<file path="src/rtl/gate_test_pkg.sv">
// Shared definitions for the gate self-test sequencer: FSM encoding, gate bit
// positions within gate_out, and the golden truth table indexed by vector {a,b}.
package gate_test_pkg;

    typedef enum logic [2:0] {
        ST_IDLE,
        ST_DRIVE,
        ST_SAMPLE,
        ST_DWELL,
        ST_DONE
    } state_t;

    localparam int N_GATES = 6;
    localparam int N_VEC   = 4;

    localparam int G_AND  = 0;
    localparam int G_OR   = 1;
    localparam int G_NOT  = 2;
    localparam int G_XOR  = 3;
    localparam int G_NAND = 4;
    localparam int G_NOR  = 5;

    // Element [i] is the expected gate_out for vector {a,b} = i.
    localparam logic [N_VEC-1:0][N_GATES-1:0] EXP = {
        6'b000011,   // 11
        6'b011010,   // 10
        6'b011110,   // 01
        6'b110100    // 00
    };

    function automatic logic [N_GATES-1:0] expected_outputs(input logic [1:0] idx);
        return EXP[idx];
    endfunction

endpackage

</file>
<file path="src/rtl/gts_timer.sv">
// Loadable down-counter used for the settle and dwell intervals; counts down to
// zero and parks there, with zero asserted whenever the count is zero.
module gts_timer #(
    parameter int CNT_W = 32
) (
    input  logic             clk,
    input  logic             rst_n,
    input  logic             load,
    input  logic [CNT_W-1:0] value,
    output logic             zero
);

    logic [CNT_W-1:0] count_q;

    // NOTE: sequential state uses non-blocking assignments so every register
    // in the design updates from pre-edge values, independent of block order.
    always_ff @(posedge clk or negedge rst_n) begin
        if (!rst_n) begin
            count_q <= '0;
        end else if (load) begin
            count_q <= value;
        end else if (count_q != '0) begin
            count_q <= count_q - CNT_W'(1);
        end
    end

    assign zero = (count_q == '0);

endmodule

</file>
<file path="src/rtl/gate_test_sequencer.sv">
// Self-test controller for the two-input gate block: sweeps {a,b} through all
// four vectors, samples gate_out after a settle time and publishes the verdict.
// Build option: GTS_CONTINUOUS_EN makes DONE last one cycle and re-sweep forever.
module gate_test_sequencer
    import gate_test_pkg::*;
#(
    parameter int SETTLE_CYCLES = 4,
    parameter int DWELL_CYCLES  = 16,
    parameter int CNT_W         = 32
) (
    input  logic                 clk,
    input  logic                 rst_n,
    input  logic                 start,
    output logic                 a,
    output logic                 b,
    input  logic [N_GATES-1:0]   gate_out,
    output logic                 busy,
    output logic                 done,
    output logic                 pass,
    output logic [N_GATES-1:0]   err_mask,
    output logic [N_VEC-1:0]     fail_vec
);

    localparam logic [CNT_W-1:0] SETTLE_LOAD = CNT_W'(SETTLE_CYCLES - 1);
    localparam logic [CNT_W-1:0] DWELL_LOAD  = CNT_W'((DWELL_CYCLES > 0) ? DWELL_CYCLES - 1 : 0);
    localparam bit               HAS_DWELL   = (DWELL_CYCLES > 0);

    state_t               state_q, state_d;
    logic [1:0]           idx_q, idx_d;
    logic [N_GATES-1:0]   acc_err_q, acc_err_d;
    logic [N_VEC-1:0]     acc_vec_q, acc_vec_d;
    logic [N_GATES-1:0]   mism;
    logic                 publish;
    logic                 restart;
    logic                 tmr_load;
    logic [CNT_W-1:0]     tmr_value;
    logic                 tmr_zero;

    gts_timer #(.CNT_W(CNT_W)) u_timer (
        .clk   (clk),
        .rst_n (rst_n),
        .load  (tmr_load),
        .value (tmr_value),
        .zero  (tmr_zero)
    );

`ifdef GTS_CONTINUOUS_EN
    assign restart = 1'b1;
`else
    assign restart = start;
`endif

    assign mism = gate_out ^ expected_outputs(idx_q);

    // NOTE: every signal written here gets a default first, so no path through
    // the case statement can leave one unassigned and infer a latch.
    always_comb begin
        state_d   = state_q;
        idx_d     = idx_q;
        acc_err_d = acc_err_q;
        acc_vec_d = acc_vec_q;
        tmr_load  = 1'b0;
        tmr_value = SETTLE_LOAD;
        publish   = 1'b0;

        unique case (state_q)
            ST_IDLE: begin
                if (start) begin
                    state_d   = ST_DRIVE;
                    idx_d     = 2'd0;
                    acc_err_d = '0;
                    acc_vec_d = '0;
                    tmr_load  = 1'b1;
                end
            end

            ST_DRIVE: begin
                if (tmr_zero) begin
                    state_d = ST_SAMPLE;
                end
            end

            ST_SAMPLE: begin
                acc_err_d        = acc_err_q | mism;
                acc_vec_d[idx_q] = |mism;
                if (HAS_DWELL) begin
                    state_d   = ST_DWELL;
                    tmr_load  = 1'b1;
                    tmr_value = DWELL_LOAD;
                end else if (idx_q == 2'd3) begin
                    state_d = ST_DONE;
                    publish = 1'b1;
                end else begin
                    state_d  = ST_DRIVE;
                    idx_d    = idx_q + 2'd1;
                    tmr_load = 1'b1;
                end
            end

            ST_DWELL: begin
                if (tmr_zero) begin
                    if (idx_q == 2'd3) begin
                        state_d = ST_DONE;
                        publish = 1'b1;
                    end else begin
                        state_d  = ST_DRIVE;
                        idx_d    = idx_q + 2'd1;
                        tmr_load = 1'b1;
                    end
                end
            end

            ST_DONE: begin
                // Only the accumulators clear here; published results hold.
                if (restart) begin
                    state_d   = ST_DRIVE;
                    idx_d     = 2'd0;
                    acc_err_d = '0;
                    acc_vec_d = '0;
                    tmr_load  = 1'b1;
                end
            end

            default: begin
                state_d = ST_IDLE;
            end
        endcase
    end

    always_ff @(posedge clk or negedge rst_n) begin
        if (!rst_n) begin
            state_q   <= ST_IDLE;
            idx_q     <= 2'd0;
            acc_err_q <= '0;
            acc_vec_q <= '0;
            a         <= 1'b0;
            b         <= 1'b0;
            pass      <= 1'b0;
            err_mask  <= '0;
            fail_vec  <= '0;
        end else begin
            state_q   <= state_d;
            idx_q     <= idx_d;
            acc_err_q <= acc_err_d;
            acc_vec_q <= acc_vec_d;
            // a,b change only on DRIVE entry, so they hold 11 through DONE.
            if (state_d == ST_DRIVE) begin
                {a, b} <= idx_d;
            end
            if (publish) begin
                err_mask <= acc_err_d;
                fail_vec <= acc_vec_d;
                pass     <= ~|acc_err_d;
            end
        end
    end

    assign busy = (state_q == ST_DRIVE) || (state_q == ST_SAMPLE) || (state_q == ST_DWELL);
    assign done = (state_q == ST_DONE);

endmodule

</file>
<file path="config.mk">
export PLATFORM = sky130hd
export DESIGN_NAME = gate_test_sequencer
export DESIGN_NICKNAME = d
export VERILOG_FILES = /design/src/rtl/gate_test_pkg.sv /design/src/rtl/gts_timer.sv /design/src/rtl/gate_test_sequencer.sv
export SDC_FILE = /design/constraint.sdc
export NUM_CORES = 1
export LEC_CHECK = 0
export ABC_AREA = 1
export CORE_MARGIN = 1
export CORE_UTILIZATION = 45
export CTS_CLUSTER_SIZE = 8
export DETAILED_ROUTE_END_ITERATION = 8
export GPL_TIMING_DRIVEN = 1
export PLACE_DENSITY = 0.67
export SYNTH_ARGS = -nofsm -noshare
export SYNTH_HDL_FRONTEND = slang
export SYNTH_HIERARCHICAL = 1
export SYNTH_SLANG_ARGS = --single-unit
export TNS_END_PERCENT = 5
</file>
<file path="constraint.sdc">
create_clock -name clk -period 8 [get_ports clk]
set_input_delay 1.6 -clock clk [delete_from_list [all_inputs] [get_ports clk]]
set_output_delay 1.6 -clock clk [all_outputs]
set_load 0.01 [all_outputs]
</file>
# After elaboration in Yosys (flattened, before gate mapping)
# Index checks and enable logic that the tools add are counted.
# Widths: inputs -> output; s select.
# classes
n_addsub	2
order_cmp	2
eq_ne	6
n_mux	28
bitwise	2
reduce_logical	11
# op_table
op	count
$mux 32	2
$logic_not 32->1	1
$reduce_bool 32->1	1
$sub 32x1->32 const B	1
$bmux 6 s2	1
$mux 3	4
$mux 6	2
$pmux 3 s4	1
$pmux 6 s2	1
$reduce_or 6->1	2
$mux 4	2
$pmux 4 s2	1
$mux 1	7
$eq 3x1->1 const B	2
$eq 3x2->1 const B	2
$mux 2	3
$or 6x6->6	1
$xor 6x6->6	1
$bwmux 4	1
$pmux 2 s2	1
$eq 3x3->1 const B	1
$logic_not 3->1	1
$lt 2x3->1 const B	1
$pmux 1 s3	1
9 further kinds	10
# totals
reg_bits	60
inputBits	9
out_inout_bits	15
wordCells	61

# Depth between registers and ports, before layout
# logic_depth
depth_word	7
ltp_mapped	15
ltp_nobuf	14

# By module
# The synthesis kept the hierarchy.
# modules_own_cells
mod	n_inst	cells_each	area_each_um2	seq_area_each_um2
gts_timer	1	327	2199.6	800.8
gate_test_sequencer	1	190	1463.9	700.7

# Worst setup path after synthesis
# Ideal clock, no wire load.
# synth_path
path_kind	input to register
from	input start
to	register u_timer.count_q[28]
t_arrival_ns	2.666
path_slack_ns	5.221
path_stages	11
cell_sequence	nand2_4 nand2_1 inv_1 o31ai_1 inv_1 clkbuf_1 nand3_1 nand2_1 inv_1 nand2_1 inv_1
# synth_via
elab_chain_len	3
# synth_lines
item	line_no	rtl
start, declared	gate_test_sequencer.sv:13	input logic start,
$mux 1 *	gate_test_sequencer.sv:68, gate_test_sequencer.sv:115	
$pmux 1 s3 *	gate_test_sequencer.sv:66	unique case (state_q)
named net tmr_load	gate_test_sequencer.sv:35	logic tmr_load;
$mux 32 or $reduce_bool 2->1 (tied branches)	-	
end signal, assigned	gts_timer.sv:21	count_q <= value;
end signal, assigned	gts_timer.sv:23	count_q <= count_q - CNT_W'(1);
end, declared	gts_timer.sv:13	logic [CNT_W-1:0] count_q;
# Mark *: on every way through the listed nets, which the timed path passes. The rest lies on a longest branch.
# A chain may end at the register's enable or synchronous reset.

# Final worst setup path
# Same ends and word-level chain as after synthesis.

==> qor.yml <==
pwr:
  switching_power_mw: 0.376
  p_clk_share_pct: 28.1
  internal-power_mw: 0.658
  vdd_drop_max_mv: 0.121
  power_mw: 1.03
  pwr-share-seq_pct: 42.7
  p_leak_nw: 2.17
  powerDensity_nw_per_um2: 240
  combPwrFrac_pct: 29.1
  switching_share_pct: 36.4
synth:
  synth_area_um2: 3660
  yosys.area_share.adder_pct: 2.05
  synth_top_area_share_pct: 41.0
  yosysTopAreaCell: "dfrtp_1"
  synth_mux_area_share_pct: 0
  synth_compound_area_share_pct: 7.92
  synthSimpleGateAreaFrac_pct: 37.6
  synth.yosys.seq_area_share_pct: 41.0
  ys.flop_type: "dfrtp_1"
  synthCells: 517
  synth.top_cells.by_count: "nand2_1 (175), nor2_1 (70), dfrtp_1 (60), inv_1 (58), nand3_1 (30)"
  synth_most_common_cell: "nand2_1"
  synth_top_family_by_area: "simple AND/OR/NAND/NOR gates"
  synth_edf_count: 0
  yosysWarnings: 6
  ys_async_sr_fraction_pct: 100
  ys_ff_latch: 60
  synth.avg_cell_area_um2: 7.09
  synth_cell_types: 36
  yosys-top-cells-area: "dfrtp_1 (41%), nand2_1 (18%), nor2_1 (7.2%), inv_1 (5.9%), nand3_1 (4.1%)"
  synth-xor-area-share_pct: 3.59
layout:
  areaGrowthSynthToFinish_pct: 17.7
  postLayoutCoreUtil_pct: 55.2
  drive_gt1_share_pct: 9.69
  fillers: 739
  final_nets: 589
  diodes: 0
floorplanning:
  die_w_um: 92.2
  io_pins: 24
  die_h_um: 92.2
  dieArea_um2: 8510
  core-area_um2: 7810
  core.rowCount: 32
  start_util_pct: 46.9
worst_setup_path:
  path_buf_inv: 6
  rr_worst_depth: 14
  reg2reg_slack_ns: 4.49
  cp_num_cells: 12
  rr_startpoint: "u_timer/count_q[16]"
  cpPeakStageDelay_ns: 0.52
  worstPathMaxFanout: 29
  reg2reg_to: "u_timer/count_q[28]"
  crit_end: "u_timer/count_q[28]"
  critPathSlowestCell: "inv_1"
  startpoint: "start"
  crit_type: "in -> reg"
  required_ns: 8.23
  crit_family: "buffers and inverters"
  start_kind: "input pin"
  cpMostUsedCell: "inv_1"
  end_kind: "register"
  crit_arrival_ns: 3.81
  path_cells: "clkdlybuf4s50_1 > nand2_4 > nand2_1 > inv_1 > o31ai_4 > buf_4 > inv_1 > nand3_1 > nand2_1 > inv_1 > nand2_1 > inv_1"
sta:
  finalHoldViolCount: 0
  finalCritPeriodShare_pct: 44.7
  drv_slew: 0
  rsz0062_at_grt: "no"
  worst_pin_slew_ns: 0.768
  finalSetupViolations: 0
  slew-limit-headroom_pct: 48.8
  skew_ns: 0.00905
  layout_min_cycle_time_ns: 3.57
  tns_ns: 0
  clock.fmax_ghz: 0.280
route:
  ant_nets: 0
  dr_total_vias: 3248
  drt_wl_total_um: 8170
  drtIter0Drc: 231
  drtPass1Iterations: 4
  wl_per_cell_um: 12.0
  drt-vias-per-instance: 4.78
  route.detailed.drc: 0
clocking:
  clkTransAtPathRegs_ns: 0.07
  cts_tree: "done"
  cts-htree-levels: 3
  cts_sinks: 60
  clock_tree.buffer_depth: 2
  insertion_delay_ns: 0.34
  cts_inserted_buffers: 9
  post_cts_buffers: 0
  cts-root-buf: "clkbuf_8"
  hold_buffers: 0
  cts-resized-gates: 0
global_route:
  grt_pass1_wl_um: 14200
  grt.total_usage_pct: 21.4
  use_met2_pct: 36.3
  grt_max_degree: 61
  grt.busiest_layer: "met2"
  use_met3_pct: 5.56
  overflow: 0
  antenna_found_initial: 0
  grt_use_met1_pct: 26.0
  grt_pass1_vias: 3157
flow_run:
  cap_viol_max_count: 0
placement:
  dp_hpwl_um: 5950
  io_buffers: 23
  place.gp.congestion: 0.899
worst_hold_path:
  whs_path_depth: 2
  min_path_type: "reg -> reg"
run_status:
  outcome: "complete, no violations"
## cells in the final DEF, fill, tap and decap left out, types with 5 or more instances in the layout
| cell | synthesis | final |
|---|---|---|
| nand3_1 | 30 | 30 |
| o21ai_1 | 12 | 12 |
| ha_1 | 6 | 6 |
| xor2_1 | 10 | 10 |
| inv_1 | 58 | 58 |
| nand2_1 | 175 | 175 |
| nand2_2 | 10 | 10 |
| o21ai_0 | 22 | 22 |
| clkbuf_8 | 1 | 9 |
| clkdlybuf4s50_1 | 0 | 22 |
| xnor2_1 | 5 | 5 |
| nor2_2 | 10 | 10 |
| dfrtp_1 | 60 | 60 |
| nor2_1 | 70 | 70 |
| nand4_1 | 5 | 5 |
| a21oi_1 | 5 | 5 |
| conb_1 | 2 | 30 |
## how the worst min path moves through the flow
stage	from	to	slack [ns]
2_1_floorplan	acc_vec_q[2]	acc_vec_q[2]	0.44
3_3_place_gp	b	b	0.46
3_5_place_dp	acc_vec_q[1]	acc_vec_q[1]	0.46
4_1_cts	acc_vec_q[1]	acc_vec_q[1]	0.48
5_1_grt	acc_vec_q[3]	acc_vec_q[3]	0.50
6_report	acc_vec_q[1]	acc_vec_q[1]	0.48
## worst min-delay path: stages, from the launching register on
cell and delay (ns):
dfrtp_1 0.33, nand2_1 0.05, nand2_1 0.07
## layout make-up
| cell class | count | area (um2) | area share (%) |
|---|---|---|---|
| Multi-Input combinational cell | 417 | 2000 | 46.4 |
| Sequential cell | 60 | 1500 | 34.8 |
| Timing Repair Buffer | 25 | 240 | 5.57 |
| Inverter | 61 | 234 | 5.43 |
| Clock buffer | 10 | 128 | 2.96 |
| Tap cell | 102 | 128 | 2.96 |
| Clock inverter | 5 | 77.6 | 1.80 |
## metal layers
layer | up-vias | share of wire (%) | routed length (um)
li1 | 1687 | - | -
met5 | - | 0 | 0
met4 | 0 | 2.3 | 187
met1 | 1470 | 46 | 3730
met2 | 72 | 48 | 3920
met3 | 19 | 4.0 | 329
## kinds of logic (layout without fill, tap and decap cells)
kind of cell / Yosys count / count (layout)
adder cells (fa/ha/maj): 6 / 6
other: 2 / 30
buffers and inverters: 68 / 101
XOR/XNOR: 15 / 15
flip-flops: 60 / 60
AND/OR/NAND/NOR: 316 / 316
AO/OA/AOI/OAI: 50 / 50
## flip-flops by register name, indices dropped and copies added (netlist names)
| name | count |
|---|---|
| err_mask | 6 |
| a | 1 |
| state_q | 3 |
| idx_q | 2 |
| b | 1 |
| acc_vec_q | 4 |
| pass | 1 |
| u_timer/count_q | 32 |
| acc_err_q | 6 |
| fail_vec | 4 |
## stage by stage
stage | hold WS, ns | std cells | setup WS [ns] | cell area [um2]
2_1_floorplan | 0.445 | 545 | 5.22 | 3770
3_3_place_gp | 0.461 | 665 | 4.09 | 4110
3_5_place_dp | 0.463 | 665 | 4.05 | 4110
4_1_cts | 0.483 | 680 | 4.40 | 4310
5_1_grt | 0.501 | 680 | 4.04 | 4310
6_report | 0.480 | 680 | 4.43 | 4310
## power by group through the flow
stage	clock (mW)	combinational (mW)	sequential, mW
finish	0.291	0.301	0.442
global route	0.312	0.345	0.451
CTS	0.299	0.301	0.441
detailed placement	0	0.298	0.446
global placement	0	0.289	0.444
floorplan	0	0.239	0.428
No activity file was read; power rests on OpenSTA's default activity.
==> RTL change (config.mk and constraints unchanged) <==
The option `GTS_CONTINUOUS_EN` is turned on by a define.
--- a/src/rtl/gate_test_sequencer.sv
+++ b/src/rtl/gate_test_sequencer.sv
@@ -1,6 +1,8 @@
 // Self-test controller for the two-input gate block: sweeps {a,b} through all
 // four vectors, samples gate_out after a settle time and publishes the verdict.
 // Build option: GTS_CONTINUOUS_EN makes DONE last one cycle and re-sweep forever.
+`define GTS_CONTINUOUS_EN
+
 module gate_test_sequencer
     import gate_test_pkg::*;
 #(
Behaviour: no difference found for any inputs over 10 cycles, from zero or initial values and one cycle with rst_n low; that may be too few to reach the edited logic, so the function may still have changed.
==> RTL change against the unedited design <==
Sequential cell count unchanged; largest cell class unchanged; routed wire length shrank 1.5%; sequential share of layout area grew 0.11 points; area after synthesis is 0.61% higher; critical endpoint unchanged; utilization is 0.18 points lower; count of clock-buffer cells in the layout decreased by 1; clock skew increased by 0.0032 ns; design area shrank 0.32%; worst setup slack lost 0.63 ns.
Power is not compared: it rests on default switching activity, and its combinational part moved more than twofold at a synthesized area within 25%.
==> RTL change: results (changes against the unedited design) <==
- Area contributors post-synth: dfrtp_1 41%, nand2_1 18%, nor2_1 7.6%, inv_1 4.9%, nand3_1 3.9%
- GP Congestion: 0.905 (+0.66%)
- Layout overhead on the synthesized area: 16.6%
- Fill count: 764 (+3.4%)
- Clk_skew: 0.0122 ns (+0.00319 ns)
- Final WL: 8.04 mm (-1.5%)
- Sequential area share after synthesis: 40.7% (-0.25 points)
- GRT met2 Usage: 36.2% (about the same)
- GRT met3 Usage: 5.09% (-0.47 points)
- Post-synth top cells: 172 x nand2_1, 75 x nor2_1, 60 x dfrtp_1
- Nets: 584 (-0.85%)
- Ratio of cells with drive above 1 in the final layout: 11.1% (+1.5 points)
- Vias after detailed routing: 3211 (-1.1%)
- CTS Buffer Depth: 2 (unchanged)
- Placed inst area: 4120 µm² (+0.24%)
- Worst EP arrival: 4.45 ns (+0.64 ns)
- Die span in x: 92.5 µm (+0.30%)
- Status: completed
- Post-Place Worst Slack: 3.43 ns (-0.622 ns)
- Num CTS Buffers: 9 (unchanged)
- Initial drt markers: 143 (-38%)
- Largest regs: u_timer/count_q: 32 flops, acc_err_q: 6 flops, err_mask: 6 flops
- Met1 usage: 25.4% (-0.61 points)
- Worst-margin pin slew: 1.00 ns (+0.232 ns)
- Initial antenna violation count: 0 (unchanged)
- Final HPWL DP: 5.94 mm (-0.25%)
- GRT Util Overall: 21.1% (-0.29 points)
==> RTL change: changes by cell type after synthesis, moves of 3 or more <==
cell     unedited run  this run
nor3_2              0         3
inv_2               2         5
nor2_1             70        75
o21ai_0            22        14
nor2_2             10         7
inv_1              58        48
nand2_1           175       172
a31oi_1             0         3
==> RTL change: power by group through the flow <==
stage | Sequential, mW | Combinational (mW) | Clock [mW]
5_1_grt | 0.376 | 0.167 | 0.272
2_1_floorplan | 0.368 | 0.117 | 0
3_3_place_gp | 0.376 | 0.143 | 0
6_report | 0.372 | 0.146 | 0.255
4_1_cts | 0.371 | 0.148 | 0.263
3_5_place_dp | 0.377 | 0.147 | 0
==> RTL change: worst paths after layout <==
path                                    start                   to  slack [ns]  cells after the start
max                                     start  u_timer/count_q[28]        3.80                     13
min                              acc_err_q[2]         acc_err_q[2]        0.47                      2
max reg2reg                u_timer/count_q[0]  u_timer/count_q[28]        3.84                     16
min reg2reg                      acc_err_q[2]         acc_err_q[2]        0.47                      2
max in group asynchronous               rst_n   u_timer/count_q[1]        6.09                      2
min in group asynchronous               rst_n   u_timer/count_q[4]        1.39                      2
==> RTL change: metal layers <==
layer / share of wire, % / wire length, µm
met5: 0 / 0
met4: 1.4 / 114
met3: 4.3 / 345
met2: 50 / 3990
met1: 45 / 3590
==> RTL change: final cells by class <==
class / instances / share of cell area, %
clock inverter: 7 / 1.34
sequential: 60 / 34.9
clock buffer: 9 / 2.88
timing repair buffer: 24 / 5.42
inverter: 55 / 4.98
multi-input combinational: 419 / 47.5
tap: 102 / 2.97
==> RTL change: metrics by stage <==
step,std cells,hold slack [ns]
final,676,0.475
after global routing,676,0.514
after CTS,676,0.478
after detailed placement,660,0.459
after global placement,660,0.450
after floorplan,541,0.437
==> RTL change: cell families (layout without fill, tap and decap cells) <==
family,count (synthesis),in the layout,synth area share [%]
other cells,2,30,0.204
compound gates,48,48,7.98
buf+inv,62,95,6.79
xor+xnor,15,15,3.56
flops,60,60,40.7
fa+ha+maj,6,6,2.04
simple gates,320,320,38.7
==> RTL change: critical path: stages <==
cell	delay (ns)
clkdlybuf4s50_1	0.46
nor2_1	0.06
nand2_4	0.09
inv_4	0.04
nor2_4	0.13
inv_2	0.08
nand2_1	0.73
inv_1	0.62
or2_2	0.44
nand2_1	0.07
inv_1	0.04
nand2_1	0.04
inv_1	0.04
